## config.mk

```make
export PLATFORM = sky130hd
export DESIGN_NAME = telemetry_framer
export DESIGN_NICKNAME = d
export VERILOG_FILES = /design/src/rtl/telemetry_framer.sv
export SDC_FILE = /design/constraint.sdc
export NUM_CORES = 1
export LEC_CHECK = 0
export ABC_AREA = 0
export CAP_MARGIN = 30
export CORE_ASPECT_RATIO = 0.8
export CORE_MARGIN = 5
export CORE_UTILIZATION = 40
export DETAILED_ROUTE_END_ITERATION = 8
export SKIP_CTS_REPAIR_TIMING = 1
export SYNTH_ARGS = -nofsm -noshare
export SYNTH_HDL_FRONTEND = slang
export SYNTH_SLANG_ARGS = --single-unit
export TNS_END_PERCENT = 1
```

## constraint.sdc

```tcl
create_clock -name clk -period 13.9 [get_ports clk]
set_input_delay 4.17 -clock clk [delete_from_list [all_inputs] [get_ports clk]]
set_output_delay 4.17 -clock clk [all_outputs]
set_load 0.02 [all_outputs]
```

## src/rtl/telemetry_framer.sv

```systemverilog
// telemetry_framer: snapshots NUM_CH channels of CH_BYTES bytes each.
// Streams them to a serial_tx as one packet: SYNC0 SYNC1 seq LEN payload CK.
// The checksum covers seq, LEN and the payload, and is accumulated as bytes go out.
`timescale 1ns/1ps
module telemetry_framer #(
  parameter int         NUM_CH     = 8,
  parameter int         CH_BYTES   = 4,
  parameter logic [7:0] SYNC0      = 8'hA5,
  parameter logic [7:0] SYNC1      = 8'h5A,
  parameter int         CKSUM_MODE = 0,
  parameter int         PERIOD     = 0,
  parameter int         PERIOD_W   = 24
) (
  input  logic                         clk,
  input  logic                         rst,
  input  logic [NUM_CH*CH_BYTES*8-1:0] ch_data,
  input  logic                         start,
  input  logic                         tx_busy,
  input  logic                         tx_block,
  output logic [7:0]                   data_tx,
  output logic                         new_data_tx,
  output logic                         frame_busy,
  output logic                         frame_done,
  output logic [7:0]                   seq,
  output logic [7:0]                   overrun_cnt
);

  localparam int         LEN      = NUM_CH * CH_BYTES;
  localparam int         DW       = LEN * 8;
  localparam logic [8:0] LAST_IDX = 9'(LEN + 4);

  localparam logic [1:0] S_IDLE = 2'd0;
  localparam logic [1:0] S_SEND = 2'd1;
  localparam logic [1:0] S_GAP  = 2'd2;

  logic [1:0]    state_reg;
  logic [8:0]    idx_reg;
  logic [7:0]    acc_reg;
  logic [DW-1:0] snap_reg;
  logic [DW-1:0] snap_next;
  logic [7:0]    data_tx_reg;
  logic          new_data_tx_reg;
  logic          frame_busy_reg;
  logic          frame_done_reg;
  logic [7:0]    seq_reg;
  logic [7:0]    overrun_reg;

  logic          auto_trig;
  logic          trigger;
  logic          accept;
  logic [7:0]    cur_byte;
  logic [7:0]    ck_byte;
  logic [7:0]    acc_next;

  // Free-running auto-trigger counter, independent of frame state.
  generate
    if (PERIOD != 0) begin : g_period
      logic [PERIOD_W-1:0] period_cnt_reg;

      // Count 0..PERIOD-1 and wrap.
      always_ff @(posedge clk or posedge rst) begin
        if (rst)
          period_cnt_reg <= '0;
        else if (period_cnt_reg == PERIOD_W'(PERIOD - 1))
          period_cnt_reg <= '0;
        else
          period_cnt_reg <= period_cnt_reg + 1'b1;
      end

      assign auto_trig = (period_cnt_reg == PERIOD_W'(PERIOD - 1));
    end else begin : g_no_period
      assign auto_trig = 1'b0;
    end
  endgenerate

  // Reorder the channels into transmit order: channel 0 first, MSB byte first.
  // The top byte of the snapshot is always the next payload byte to go out.
  generate
    for (genvar gi = 0; gi < LEN; gi++) begin : g_snap
      localparam int CH = gi / CH_BYTES;
      localparam int BY = gi % CH_BYTES;
      assign snap_next[DW-1-gi*8 -: 8] = ch_data[CH*CH_BYTES*8 + (CH_BYTES-1-BY)*8 +: 8];
    end
  endgenerate

  // A trigger is only taken in IDLE and outside the frame_done cycle.
  assign trigger  = start | auto_trig;
  assign accept   = trigger && (state_reg == S_IDLE) && !frame_done_reg;
  assign ck_byte  = (CKSUM_MODE == 0) ? (8'h00 - acc_reg) : acc_reg;
  assign acc_next = (CKSUM_MODE == 0) ? (acc_reg + cur_byte) : (acc_reg ^ cur_byte);

  // Select the byte for the current frame position.
  always_comb begin
    cur_byte = snap_reg[DW-1 -: 8];
    if (idx_reg == 9'd0)
      cur_byte = SYNC0;
    else if (idx_reg == 9'd1)
      cur_byte = SYNC1;
    else if (idx_reg == 9'd2)
      cur_byte = seq_reg;
    else if (idx_reg == 9'd3)
      cur_byte = 8'(LEN);
    else if (idx_reg == LAST_IDX)
      cur_byte = ck_byte;
  end

  // Frame sequencer: IDLE -> SEND -> GAP -> SEND ... -> IDLE, plus overrun accounting.
  always_ff @(posedge clk or posedge rst) begin
    if (rst) begin
      state_reg       <= S_IDLE;
      idx_reg         <= '0;
      acc_reg         <= '0;
      snap_reg        <= '0;
      data_tx_reg     <= '0;
      new_data_tx_reg <= 1'b0;
      frame_busy_reg  <= 1'b0;
      frame_done_reg  <= 1'b0;
      seq_reg         <= '0;
      overrun_reg     <= '0;
    end else begin
      new_data_tx_reg <= 1'b0;
      frame_done_reg  <= 1'b0;
      if (trigger && !accept && overrun_reg != 8'hFF)
        overrun_reg <= overrun_reg + 8'd1;
      case (state_reg)
        S_IDLE: begin
          if (accept) begin
            snap_reg       <= snap_next;
            acc_reg        <= '0;
            idx_reg        <= '0;
            frame_busy_reg <= 1'b1;
            state_reg      <= S_SEND;
          end
        end
        S_SEND: begin
          if (!tx_busy && !tx_block) begin
            data_tx_reg     <= cur_byte;
            new_data_tx_reg <= 1'b1;
            state_reg       <= S_GAP;
            if (idx_reg >= 9'd2 && idx_reg != LAST_IDX)
              acc_reg <= acc_next;
            if (idx_reg >= 9'd4 && idx_reg != LAST_IDX)
              snap_reg <= snap_reg << 8;
          end
        end
        S_GAP: begin
          if (idx_reg == LAST_IDX) begin
            state_reg      <= S_IDLE;
            frame_done_reg <= 1'b1;
            frame_busy_reg <= 1'b0;
            seq_reg        <= seq_reg + 8'd1;
          end else begin
            idx_reg   <= idx_reg + 9'd1;
            state_reg <= S_SEND;
          end
        end
        default: state_reg <= S_IDLE;
      endcase
    end
  end

  assign data_tx     = data_tx_reg;
  assign new_data_tx = new_data_tx_reg;
  assign frame_busy  = frame_busy_reg;
  assign frame_done  = frame_done_reg;
  assign seq         = seq_reg;
  assign overrun_cnt = overrun_reg;

endmodule
```

==> Flow_metrics.wiki <==
{| class="wikitable"
! Metric !! Value
|-
| Run status || complete, no violations
|-
| Max frequency || 150 MHz
|-
| Syn_nets || 1921
|-
| Buffer cell driving the clock tree root || sky130_fd_sc_hd__clkbuf_16
|-
| Sinks on Clock Net || 302
|-
| Asr flop ratio synth || 100%
|-
| Dominant cells by area after synthesis || sky130_fd_sc_hd__dfrtp_1 54%, sky130_fd_sc_hd__nand2_1 14%, sky130_fd_sc_hd__a31oi_1 11%, sky130_fd_sc_hd__nor2_1 7.1%, sky130_fd_sc_hd__clkbuf_1 3.1%
|-
| Type of the most critical hold path || reg2reg
|-
| Clock network latency to the later pin of the worst-skew pair || 520 ps
|-
| Flip-flop and latch area || 7560 um2
|-
| Synth Flop Type || sky130_fd_sc_hd__dfrtp_1
|-
| Endpoint of the worst hold path || snap_reg[2]
|-
| Std-Cell Core Area || 34600 um2
|-
| CP arrival || 7080 ps
|-
| Dpl ws || 6780 ps
|-
| Final setup violation count || 0
|-
| Cell-by-cell listing of the critical path || clkdlybuf4s50_1 > nor4b_2 > buf_4 > o21a_4 > buf_4 > buf_16 > buf_4 > buf_16 > nor2_1 > a31oi_1
|-
| P&R area growth vs syn || 31.9%
|-
| Kind of end point of the critical path || flop
|-
| Die X-Extent || 219 um
|-
| Worst Slack Setup Final || 7250 ps
|-
| Final critical delay including setup and external delays || 6650 ps
|-
| Start point of the critical path || start
|-
| Final worst path period share || 47.8%
|-
| Clock Skews || 23.9 ps
|-
| Final-stage net count || 2141
|-
| Critical Path Max Stage Delay || 530 ps
|-
| Area of the die || 38700 um2
|-
| Count of pins over their slew limit || 0
|-
| Number of cells produced by synthesis || 1645
|-
| Worst setup slack for register-to-register paths || 10200 ps
|-
| Worst-path clk slew || 60 ps
|-
| Number of detailed-route iterations in the first pass || 6
|-
| Worst path slowest cell || sky130_fd_sc_hd__clkdlybuf4s50_1
|-
| Area used by multi-input combinational logic || 5900 um2
|-
| Number of fillers in the final layout || 3257
|-
| Kind of critical path || in2reg
|-
| Final core utilization || 53.2%
|-
| Number of nets with antenna violations after detailed routing || 0
|-
| Start of the worst register-to-register path || idx_reg[1]
|-
| Overflow after GRT || 0
|-
| Worst Path Buf+Inv || 6
|-
| Maximum number of pins on one net before global-route repair || 251
|-
| Via count of the first global-routing pass || 12.0k
|-
| Average cell area after synthesis || 8.47 um2
|-
| Top Ports || 288
|-
| Cell area after layout || 18400 um2
|-
| Static Leakage || 0.00786 uW
|-
| Fraction of the yosys area taken by sequential cells || 54.2%
|-
| Final HPWL from detailed placement || 26300 um
|-
| Instance area at placement || 17200 um2
|-
| Global-route wire length before repair || 63500 um
|-
| Number of remaining DRC errors || 0
|-
| Buffer depth of the longest clock path || 3
|-
| CP startpoint kind || primary input
|-
| Launch point of the worst hold path || snap_reg[2]
|-
| Number of clock buffers inserted by TritonCTS || 34
|-
| Max-cap violations || 0
|-
| Die Height || 177 um
|-
| Dominant delay contributor by cell family on the critical path || buffers and inverters
|-
| Final Routed Wirelength || 39400 um
|-
| Power Density || 222 nW/um2
|-
| Worst reg2reg path depth || 13
|-
| Area share of the largest cell type after synthesis || 54.2%
|-
| Total global-route track usage || 20.1%
|-
| TritonCTS clock tree || built
|-
| Cell taking the most area after synthesis || sky130_fd_sc_hd__dfrtp_1
|-
| Total number of vias || 12.2k
|-
| IR Drop Worst-Case VDD || 0.000126 V
|-
| Number of synthesized flops with an enable pin || 0
|-
| Netlist Area Pre-Place || 13900 um2
|-
| Hold path depth || 1
|-
| Count of buffers from port buffering || 287
|-
| Number of H-tree levels || 2
|-
| Slew at the pin with the worst max-slew slack || 1120 ps
|-
| Mean routed wirelength per cell || 16.7 um
|-
| Average vias per placed instance || 5.15
|-
| Cell variety after synth || 47
|-
| Flip-flop and latch count after synthesis || 302
|-
| Initial Utilization || 40.3%
|-
| Final Hold Violating Endpoints || 0
|-
| Unrepaired setup endpoints after global routing || no
|-
| Normalized max-slew margin || 25.4%
|-
| Warnings, synthesis || 0
|-
| Worst reg2reg endpoint || acc_reg[7]
|-
| Total number of placement rows || 61
|-
| Routability-driven placement congestion ratio || 0.821
|-
| Largest register FFs || 256
|-
| Post-Route Setup TNS || 0 ps
|-
| Most Frequent Cell on Critical Path || sky130_fd_sc_hd__buf_4
|-
| Number of DRC violations after detailed-routing iteration 0 || 1053
|-
| Crit-path max FO || 97
|-
| Antenna violations before repair || 6
|-
| CP required || 14330 ps
|-
| Ratio of cells with drive above 1 in the final layout || 4.87%
|}
[worst max-delay path by stage]
stage / endpoint / slack [ps] / cells after the start
detailed placement: snap_reg[177] / 6780 / 10
global route: snap_reg[172] / 7060 / 10
CTS: snap_reg[177] / 7330 / 10
finish: snap_reg[177] / 7250 / 10
global placement: snap_reg[121] / 6300 / 7
floorplan: acc_reg[0] / 1380 / 1
[logic make-up (layout without fill, tap and decap cells)]
family / Yosys count / in the layout / share of synthesized area, %
other cells: 0 / 2 / 0
compound gates: 311 / 311 / 14.3
mux: 10 / 10 / 0.808
fa+ha+maj: 15 / 15 / 1.40
flops: 302 / 302 / 54.2
buf+inv: 136 / 379 / 3.72
simple gates: 840 / 840 / 23.6
xor+xnor: 31 / 31 / 1.95
[cells in the mapped netlist, types with 2 or more instances]
| library cell | count |
|---|---|
| sky130_fd_sc_hd__ha_1 | 14 |
| sky130_fd_sc_hd__o21ai_1 | 3 |
| sky130_fd_sc_hd__a22o_1 | 13 |
| sky130_fd_sc_hd__or2_1 | 2 |
| sky130_fd_sc_hd__or3_1 | 2 |
| sky130_fd_sc_hd__a22oi_1 | 2 |
| sky130_fd_sc_hd__o21ai_0 | 11 |
| sky130_fd_sc_hd__clkbuf_1 | 115 |
| sky130_fd_sc_hd__a21o_1 | 4 |
| sky130_fd_sc_hd__xor2_1 | 10 |
| sky130_fd_sc_hd__inv_1 | 15 |
| sky130_fd_sc_hd__xnor2_1 | 21 |
| sky130_fd_sc_hd__nor2_1 | 264 |
| sky130_fd_sc_hd__nand2_1 | 529 |
| sky130_fd_sc_hd__mux2_2 | 10 |
| sky130_fd_sc_hd__buf_2 | 4 |
| sky130_fd_sc_hd__nor3_1 | 6 |
| sky130_fd_sc_hd__and3_1 | 6 |
| sky130_fd_sc_hd__nand3_1 | 10 |
| sky130_fd_sc_hd__a21oi_1 | 12 |
| sky130_fd_sc_hd__dfrtp_1 | 302 |
| sky130_fd_sc_hd__a31oi_1 | 252 |
| sky130_fd_sc_hd__a222oi_1 | 3 |
| sky130_fd_sc_hd__nand4_1 | 9 |
| sky130_fd_sc_hd__o31ai_1 | 4 |
[cell usage in the layout, fill, tap and decap left out, types with 4 or more instances in the layout]
cell type,n
sky130_fd_sc_hd__buf_16,5
sky130_fd_sc_hd__o21ai_0,11
sky130_fd_sc_hd__dfrtp_1,302
sky130_fd_sc_hd__nor3_1,5
sky130_fd_sc_hd__nand2_1,529
sky130_fd_sc_hd__a21o_1,4
sky130_fd_sc_hd__clkdlybuf4s50_1,287
sky130_fd_sc_hd__a31oi_1,252
sky130_fd_sc_hd__a22o_1,13
sky130_fd_sc_hd__o31ai_1,4
sky130_fd_sc_hd__clkbuf_1,9
sky130_fd_sc_hd__and3_1,6
sky130_fd_sc_hd__xor2_1,10
sky130_fd_sc_hd__a21oi_1,12
sky130_fd_sc_hd__clkbuf_16,35
sky130_fd_sc_hd__nor2_1,263
sky130_fd_sc_hd__buf_4,10
sky130_fd_sc_hd__nand4_1,9
sky130_fd_sc_hd__ha_1,14
sky130_fd_sc_hd__xnor2_1,21
sky130_fd_sc_hd__clkbuf_8,7
sky130_fd_sc_hd__inv_1,14
sky130_fd_sc_hd__clkinv_2,4
sky130_fd_sc_hd__mux2_2,10
sky130_fd_sc_hd__nand3_1,10
[through the flow]
step	cells	total power, uW	hold WS [ps]
CTS	2358	4120	504
finish	2362	4090	508
floorplan	1645	2710	466
global route	2361	4430	530
detailed placement	2299	3190	488
global placement	2295	3130	481
[report_power, final]
group / internal (uW) / switching (uW) / leakage (uW) / total [uW]
Combinational: 659 / 987 / 0.00388 / 1650
Sequential: 1290 / 234 / 0.00343 / 1530
Clock: 555 / 360 / 0.000555 / 915
[layout make-up]
class                      count  area share, %
timing repair buffer         305           17.1
tap                          472           3.21
clock inverter                 8          0.647
inverter                      15          0.347
sequential                   302           41.1
antenna                        2         0.0272
clock buffer                  51           5.47
multi-input combinational   1207           32.1
[metal layers]
metal	global-route usage [%]	vias up	wire [um]
li1	-	5988	-
met1	30.1	5825	19000
met2	29.6	296	17100
met3	4.60	52	2540
met4	4.71	8	746
met5	0	-	41
Note: power is estimated with default switching activity, not from simulation.
